<file path="src/rtl/control_pipe.sv">
// control_pipe: pipelined control unit for a 5-stage RV32 core.
// The D-stage decoder feeds a control bundle through the ID/EX, EX/MEM and
// MEM/WB registers. The hazard unit (load-use stall, redirect flush and
// E-stage forwarding selects) is in this module too.
module control_pipe #(
  parameter bit EXT    = 1'b1,
  parameter int REG_AW = 5
) (
  input  logic              clk,
  input  logic              reset,
  input  logic [31:0]       instr_d,
  input  logic              zero_e,
  output logic [3:0]        alu_control_e,
  output logic              alu_src_e,
  output logic [2:0]        imm_src_d,
  output logic              pc_src_e,
  output logic              pc_tgt_src_e,
  output logic              mem_write_m,
  output logic              reg_write_w,
  output logic [1:0]        result_src_w,
  output logic [REG_AW-1:0] rd_w,
  output logic              illegal_e,
  output logic              stall_f,
  output logic              stall_d,
  output logic              flush_d,
  output logic              flush_e,
  output logic [1:0]        fwd_a_e,
  output logic [1:0]        fwd_b_e
);

  typedef enum logic [6:0] {
    OP_LW   = 7'b0000011,
    OP_SW   = 7'b0100011,
    OP_R    = 7'b0110011,
    OP_I    = 7'b0010011,
    OP_BR   = 7'b1100011,
    OP_JAL  = 7'b1101111,
    OP_JALR = 7'b1100111,
    OP_LUI  = 7'b0110111
  } opcode_t;

  typedef enum logic [3:0] {
    ALU_ADD = 4'b0000,
    ALU_SUB = 4'b0001,
    ALU_AND = 4'b0010,
    ALU_OR  = 4'b0011,
    ALU_XOR = 4'b0100,
    ALU_SLT = 4'b0101,
    ALU_SLL = 4'b0110,
    ALU_SRL = 4'b0111,
    ALU_SRA = 4'b1000
  } alu_op_t;

  typedef struct packed {
    logic       reg_write;
    logic [1:0] result_src;
    logic       mem_write;
    logic       jump;
    logic       branch;
    alu_op_t    alu_control;
    logic       alu_src;
    logic       pc_tgt_src;
    logic       illegal;
  } ctrl_t;

  localparam ctrl_t BUBBLE = '0;

  // D-stage instruction fields
  logic [6:0]        op_d;
  logic [2:0]        funct3_d;
  logic              funct7b5_d;
  logic [REG_AW-1:0] rs1_d, rs2_d, rd_d;

  assign op_d       = instr_d[6:0];
  assign funct3_d   = instr_d[14:12];
  assign funct7b5_d = instr_d[30];
  assign rs1_d      = instr_d[15 +: REG_AW];
  assign rs2_d      = instr_d[20 +: REG_AW];
  assign rd_d       = instr_d[7 +: REG_AW];

  ctrl_t   ctrl_d;
  alu_op_t alu_code;
  logic    alu_ok;
  logic    legal;

  // Combinational decode of the D-stage instruction into a control bundle
  always_comb begin
    // NOTE: every signal gets a default before the case so no path can infer a latch.
    ctrl_d    = BUBBLE;
    imm_src_d = 3'b000;
    legal     = 1'b1;
    alu_code  = ALU_ADD;
    alu_ok    = 1'b1;

    // Shared R/I ALU decode; sub only for R-type, funct7[5] also picks sra.
    unique case (funct3_d)
      3'b000:  alu_code = (op_d == OP_R && funct7b5_d) ? ALU_SUB : ALU_ADD;
      3'b010:  alu_code = ALU_SLT;
      3'b110:  alu_code = ALU_OR;
      3'b111:  alu_code = ALU_AND;
      3'b100:  begin alu_code = ALU_XOR; alu_ok = EXT; end
      3'b001:  begin alu_code = ALU_SLL; alu_ok = EXT; end
      3'b101:  begin alu_code = funct7b5_d ? ALU_SRA : ALU_SRL; alu_ok = EXT; end
      default: alu_ok = 1'b0;
    endcase

    case (op_d)
      OP_LW: begin
        ctrl_d.reg_write  = 1'b1;
        ctrl_d.result_src = 2'b01;
        ctrl_d.alu_src    = 1'b1;
      end
      OP_SW: begin
        ctrl_d.mem_write = 1'b1;
        ctrl_d.alu_src   = 1'b1;
        imm_src_d        = 3'b001;
      end
      OP_R: begin
        ctrl_d.reg_write   = 1'b1;
        ctrl_d.alu_control = alu_code;
        legal              = alu_ok;
      end
      OP_I: begin
        ctrl_d.reg_write   = 1'b1;
        ctrl_d.alu_control = alu_code;
        ctrl_d.alu_src     = 1'b1;
        legal              = alu_ok;
      end
      OP_BR: begin
        ctrl_d.branch      = 1'b1;
        ctrl_d.alu_control = ALU_SUB;
        imm_src_d          = 3'b010;
        legal              = (funct3_d == 3'b000) || (EXT && funct3_d == 3'b001);
      end
      OP_JAL: begin
        ctrl_d.jump       = 1'b1;
        ctrl_d.reg_write  = 1'b1;
        ctrl_d.result_src = 2'b10;
        imm_src_d         = 3'b011;
      end
      OP_JALR: begin
        ctrl_d.jump       = 1'b1;
        ctrl_d.reg_write  = 1'b1;
        ctrl_d.result_src = 2'b10;
        ctrl_d.alu_src    = 1'b1;
        ctrl_d.pc_tgt_src = 1'b1;
        legal             = EXT;
      end
      OP_LUI: begin
        ctrl_d.reg_write  = 1'b1;
        ctrl_d.result_src = 2'b11;
        ctrl_d.alu_src    = 1'b1;
        imm_src_d         = 3'b100;
        legal             = EXT;
      end
      default: legal = 1'b0;
    endcase

    // Unknown encodings travel as a bubble that only carries the illegal flag.
    if (!legal) begin
      ctrl_d         = BUBBLE;
      ctrl_d.illegal = 1'b1;
      imm_src_d      = 3'b000;
    end
  end

  // Stage registers
  ctrl_t             ctrl_e;
  logic [REG_AW-1:0] rs1_e, rs2_e, rd_e, rd_m;
  logic [2:0]        funct3_e;
  logic              reg_write_m;
  logic [1:0]        result_src_m;
  logic              lwstall;

  // ID/EX register: loads a bubble on reset or on a flush of E
  always_ff @(posedge clk) begin
    // NOTE: state registers use non-blocking assignment so every stage samples pre-edge values.
    if (reset || flush_e) begin
      ctrl_e   <= BUBBLE;
      rs1_e    <= '0;
      rs2_e    <= '0;
      rd_e     <= '0;
      funct3_e <= '0;
    end else begin
      ctrl_e   <= ctrl_d;
      rs1_e    <= rs1_d;
      rs2_e    <= rs2_d;
      rd_e     <= rd_d;
      funct3_e <= funct3_d;
    end
  end

  // EX/MEM and MEM/WB registers: always advance, cleared by reset
  always_ff @(posedge clk) begin
    if (reset) begin
      reg_write_m  <= 1'b0;
      result_src_m <= 2'b00;
      mem_write_m  <= 1'b0;
      rd_m         <= '0;
      reg_write_w  <= 1'b0;
      result_src_w <= 2'b00;
      rd_w         <= '0;
    end else begin
      reg_write_m  <= ctrl_e.reg_write;
      result_src_m <= ctrl_e.result_src;
      mem_write_m  <= ctrl_e.mem_write;
      rd_m         <= rd_e;
      reg_write_w  <= reg_write_m;
      result_src_w <= result_src_m;
      rd_w         <= rd_m;
    end
  end

  // E-stage outputs
  assign alu_control_e = ctrl_e.alu_control;
  assign alu_src_e     = ctrl_e.alu_src;
  assign pc_tgt_src_e  = ctrl_e.pc_tgt_src;
  assign illegal_e     = ctrl_e.illegal;

  logic branch_taken;

  // Redirect and load-use detection; the two cannot coincide, so no priority
  always_comb begin
    branch_taken = ctrl_e.branch &
                   ((funct3_e == 3'b000) ? zero_e :
                    (funct3_e == 3'b001) ? ~zero_e : 1'b0);
    pc_src_e = ctrl_e.jump | branch_taken;
    // Raw rs fields compared for any D instruction: a spurious stall only costs a cycle.
    lwstall  = (ctrl_e.result_src == 2'b01) && (rd_e != '0) &&
               ((rd_e == rs1_d) || (rd_e == rs2_d));
    stall_f  = lwstall;
    stall_d  = lwstall;
    flush_d  = pc_src_e;
    flush_e  = lwstall | pc_src_e;
  end

  function automatic logic [1:0] fwd_sel(
    input logic [REG_AW-1:0] rs,
    input logic              rw_m,
    input logic [REG_AW-1:0] dst_m,
    input logic              rw_w,
    input logic [REG_AW-1:0] dst_w
  );
    if (rw_m && dst_m != '0 && dst_m == rs)      return 2'b10;
    else if (rw_w && dst_w != '0 && dst_w == rs) return 2'b01;
    else                                         return 2'b00;
  endfunction

  // Forwarding selects for both ALU operands; M is younger and wins over W
  always_comb begin
    fwd_a_e = fwd_sel(rs1_e, reg_write_m, rd_m, reg_write_w, rd_w);
    fwd_b_e = fwd_sel(rs2_e, reg_write_m, rd_m, reg_write_w, rd_w);
  end

endmodule

</file>
<file path="config.mk">
export PLATFORM = sky130hd
export DESIGN_NAME = control_pipe
export DESIGN_NICKNAME = d
export VERILOG_FILES = /design/src/rtl/control_pipe.sv
export SDC_FILE = /design/constraint.sdc
export NUM_CORES = 1
export LEC_CHECK = 0
export ABC_CLOCK_PERIOD_IN_PS = 2900
export BUFFER_PORTS_ARGS = -buffer_cell sky130_fd_sc_hd__buf_4
export CORE_ASPECT_RATIO = 0.6
export CORE_UTILIZATION = 55
export DETAILED_ROUTE_END_ITERATION = 10
export PLACE_DENSITY = 0.84
export SETUP_SLACK_MARGIN = 0.15
export SLEW_MARGIN = 10
export SYNTH_ARGS = -nofsm -noshare
export SYNTH_HDL_FRONTEND = slang
export SYNTH_SLANG_ARGS = --single-unit
</file>
<file path="constraint.sdc">
create_clock -name clk -period 2.9 [get_ports clk]
set_input_delay 0.435 -clock clk [delete_from_list [all_inputs] [get_ports clk]]
set_output_delay 0.435 -clock clk [all_outputs]
set_load 0.02 [all_outputs]
</file>
After elaboration in Yosys (flattened, before gate mapping)
Cells that the tools add are included.

operators by class
  equal/unequal tests = 22
  multiplexer cells = 22
  bitwise operators = 5
  reduce and logical (&&, ||, !) cells = 24

operators by type and width
  kind                                                              count
  5-bit == test                                                     6
  4-bit case mux with 7 select lines                                1
  7-bit by 6-bit == test with 1-bit output (second input constant)  3
  7-bit == test (second input constant)                             3
  5-bit nonzero test                                                3
  1-bit 2-to-1 mux                                                  13
  3-bit == test (second input constant)                             4
  3-bit case mux with 4 select lines                                1
  5-bit OR reduction                                                2
  1-bit logical AND                                                 9
  4-bit case mux with 2 select lines                                1
  7-bit by 2-bit == test with 1-bit output (second input constant)  1
  7-bit by 5-bit == test with 1-bit output (second input constant)  1
  7-bit OR reduction                                                1
  3-bit by 1-bit == test with 1-bit output (second input constant)  2
  3-bit logical NOT                                                 2
  2-bit case mux with 3 select lines                                1
  2-bit OR reduction                                                3
  6-bit OR reduction                                                1
  2-bit 2-to-1 mux                                                  2
  4-bit 2-to-1 mux                                                  1
  3-bit by 2-bit == test with 1-bit output (second input constant)  1
  1-bit logical OR                                                  3
  3-bit 2-to-1 mux                                                  1
  other kinds (5)                                                   7

storage, ports and cells
  register bits = 48
  input bits = 35
  word-level logic and storage cells = 93

Longest topological paths before layout
  word-level depth = 8
  depth in mapped cells = 6
  depth with buffers taken out = 5

Least setup slack after synthesis
No wires, ideal clock.

  path kind = input-to-output
  start point = in instr_d[5]
  end point = out imm_src_d[1]
  data arrival time = 1709 ps
  required time = 2465 ps
  path slack = 756 ps
  stages = 5
  path buffers = 1
  path through = buf_4 > o31a_1 > o22a_1 > o211a_2 > nor4_2

between the ends
  word-level cells in the longest chain between the ends = 4

ends and longest elaborated chain
  what                                                                       RTL line  RTL
  start, declared                                                            11        input logic [31:0] instr_d,
  7-bit by 6-bit == test with 1-bit output, or another cell as far along     107       case (op_d)
  5-bit OR reduction (no source line) or 2-bit OR reduction (tied branches)  n/a
  1-bit case mux with 3 select lines                                         107
  3-bit 2-to-1 mux *                                                         160       if (!legal) begin
  end, declared                                                              15        output logic [2:0] imm_src_d,

Every way passes the cells marked *; elsewhere a longest branch is shown, timed or not.

Worst setup path after layout
  start point = reg rd_m[1]
  end point = out fwd_b_e[0]

between the ends
  word-level cells in the longest chain between the ends = 4

ends and longest elaborated chain
  what                    RTL line  RTL
  start, declared         169       logic [REG_AW-1:0] rs1_e, rs2_e, rd_e, rd_m;
  start signal, assigned  207       rd_m <= rd_e;
  5-bit nonzero test      244       if (rw_m && dst_m != '0 && dst_m == rs) return 2'b10;
  1-bit logical AND       244
  1-bit logical AND *     244
  2-bit 2-to-1 mux *      244
  end, declared           28        output logic [1:0] fwd_b_e

Marked as above.

==> results.cfg <==
[run_status]
status = complete, no violations

[logic_synthesis]
yosysTopAreaCellShare = 0.437
muxShareOfSynthArea = 0.00456
synth_area_um2 = 2200
synth_seq_area_share = 0.437
synth_fa_ha_area_frac = 0
ys_warn_count = 0
avgSynthCellArea_um2 = 10.2
synthXorXnorAreaFrac = 0.132
ys.flop_type = dfxtp_1
synth_top_family_by_area = simple AND/OR/NAND/NOR gates
ys_top_cells_by_count = dfxtp_1, and2_1, nor2b_1
yosysMostFrequentCell = dfxtp_1
synth_compound_area_frac = 0.0740
synthSimpleGateAreaFrac = 0.301
async_flop_share = 0
yosys-top-cells-area = dfxtp_1, xor2_1, xnor2_1
syn_nets = 250
synth_top_cell_by_area = dfxtp_1
synth_cell_types = 43
synth_cells = 215
synth_edf_count = 0
ys_ff_latch = 48

[floorplan]
die_w_um = 83.6
die_y_um = 51.0
io_pins = 63
start_util = 0.587
core-area_um2 = 3740
row_count = 17
die_area_um2 = 4260

[critical_path]
worstPathArrival_ps = 1910
rrSetupSlack_ps = 1090
slowest_stage = or4_1
crit_end = fwd_b_e[0]
path_cells = or4_1 -> o21ai_1 -> nor4_1 -> nor4_2 -> buf_4
timing.critical_path.depth = 5
path_class = flip-flop to output pin
critPathCaptureType = output pin
critical_path.top_delay_family = simple AND/OR/NAND/NOR gates
critPathMaxFanout = 4
crit_required_ps = 2470
crit_buf_inv = 1
worstRegToRegCells = 6
r2r_end = rs2_e[4]$_SDFF_PP0_
crit_path_start = rd_m[1]$_SDFF_PP0_
r2r-start = rd_e[4]$_SDFF_PP0_
cp_slowest_stage_delay_ps = 540
start_kind = flip-flop

[sta]
finalSetupViolCount = 0
fin_tns_setup_ps = 0
worst_clock_skew_ps = 8.10
whs_ps = 333
min_period_ps = 2350
slew_headroom = 0.602
final-hold-violation-count = 0
drv_slew = 0
worst_slew_pin_slew_ps = 596
period_share = 0.809
clock.fmax_mhz = 426
rsz0062_at_grt = false

[grt]
grtUsageTotal = 0.216
grt_pass1_vias = 1417
grt_first_pass_wirelength_um = 6930
antenna_found_initial = 0
grt-ovfl-total = 0
grt_max_degree = 19

[clocking]
post_cts_buffers = 0
cts_tree = built
cts_resized = 0
tritoncts.num_buffers = 5
clock_latency_ps = 300
h-tree-depth = 2
cts_num_sinks = 48
cts_hold_buffers = 0
cts-root-buf = clkbuf_8
cts_max_path_buffers = 2
clk_pin_slew_ps = 90

[final_layout]
nets = 299
layout-drive-gt1-share = 0.313
fin_area_um2 = 2690
area_delta_synth_final_pct = 22.4
n_fill_cell = 302
diodes = 0

[place]
dp_hpwl_um = 3300
io_buffers = 56
place_area_um2 = 2580
routabilityCongestion = 0.867

[detailed_routing]
first_pass_iters = 4
drt_wl_total_um = 4300
num_vias = 1632
via_per_inst = 5.23
drt_iter0_drc = 55
drc_errors = 0
ant_nets = 0
wl_per_cell_um = 13.8

[run]
drv_cap = 0

[power]
combPwrFrac = 0.121
p_int_mw = 1.02
p_switching_uw = 316
power_frac_clock = 0.354
p_per_area_nw_per_um2 = 496
pwr-share-seq = 0.525
leakage_nw = 1.15
vdd_drop_max_mv = 0.321
sw_frac_of_total = 0.237

[worst_hold_path]
hold_class = primary input to flip-flop
## layer usage
metal,vias to the layer above,wire (um),track usage
li1,824,-,-
met1,752,2230,0.324
met2,52,1790,0.309
met3,4,235,0.0452
met4,0,36,0.0678
met5,-,0,0
## how the worst min path moves through the flow
stage                                          start  cells past startpoint                          to  slack [ps]
after floorplan                 ctrl_e[9]$_SDFF_PP0_                      1      mem_write_m$_SDFF_PP0_         410
after global placement    result_src_m[0]$_SDFF_PP0_                      1  result_src_w[0]$_SDFF_PP0_         420
after detailed placement       ctrl_e[12]$_SDFF_PP0_                      1      reg_write_m$_SDFF_PP0_         420
after CTS                                instr_d[11]                      2          rd_e[4]$_SDFF_PP0_         330
after global routing                      instr_d[9]                      2          rd_e[2]$_SDFF_PP0_         330
final                                    instr_d[11]                      2          rd_e[4]$_SDFF_PP0_         330
## cell families after synthesis
group / after synthesis
mux: 1
simple gates: 94
xor+xnor: 33
buf+inv: 17
flops: 48
compound gates: 22
## area by class of cell
type                            count  area, um^2  area share
Inverter                            2        7.51     0.00279
Clock buffer                        5        68.8      0.0256
Multi-Input combinational cell    150        1120       0.418
Sequential cell                    48         961       0.357
Tap cell                           47        58.8      0.0219
Clock inverter                      3        42.5      0.0158
Timing Repair Buffer               57         428       0.159
## power groups by stage
stage / combinational (mW) / clock (mW) / sequential [mW]
2_1_floorplan: 0.102 / 0 / 0.714
3_3_place_gp: 0.157 / 0 / 0.716
3_5_place_dp: 0.161 / 0 / 0.716
4_1_cts: 0.162 / 0.479 / 0.701
5_1_grt: 0.177 / 0.509 / 0.703
6_report: 0.161 / 0.472 / 0.701
## stage by stage
step | power [mW] | std cells | setup slack, ps | utilization
3_5_place_dp | 0.877 | 304 | 639 | 0.689
5_1_grt | 1.39 | 312 | 434 | 0.719
4_1_cts | 1.34 | 312 | 538 | 0.719
3_3_place_gp | 0.872 | 304 | 679 | 0.689
2_1_floorplan | 0.816 | 215 | 756 | -
6_report | 1.33 | 312 | 554 | 0.719
## worst register-to-register path, stage by stage (launching register included)
cell and delay, ps:
dfxtp_1 430, xnor2_1 110, nand3_1 100, o22ai_1 150, a311oi_4 530, buf_4 290
and2_1 140
## registers in the layout, indices dropped and copies added, names as in the netlist, 2 cells and up
| signal | flops |
|---|---|
| rs2_e | 5 |
| rd_w | 5 |
| rs1_e | 5 |
| rd_m | 5 |
| result_src_w | 2 |
| rd_e | 5 |
| funct3_e | 3 |
| result_src_m | 2 |
| ctrl_e | 6 |
| alu_control_e | 4 |
## cells in the final DEF (no fill, tap or decap), types with 2 or more instances in the layout
| master | count |
|---|---|
| dfxtp_1 | 48 |
| a31oi_1 | 2 |
| o21ai_1 | 3 |
| and2_1 | 20 |
| and3_1 | 2 |
| a211oi_1 | 2 |
| xnor2_1 | 16 |
| a21oi_1 | 5 |
| or2_2 | 2 |
| nor2b_1 | 18 |
| o31a_1 | 2 |
| nor2_1 | 5 |
| or4_1 | 4 |
| clkbuf_8 | 5 |
| nor4b_2 | 6 |
| buf_4 | 57 |
| nand3_1 | 7 |
| nor4_1 | 2 |
| nor4_2 | 3 |
| o21ai_0 | 2 |
| nand2b_1 | 2 |
| inv_1 | 2 |
| xor2_1 | 17 |
| nor3_1 | 5 |
| and4_1 | 2 |
| nand2_1 | 8 |
Power figures use the tool's default switching activity.
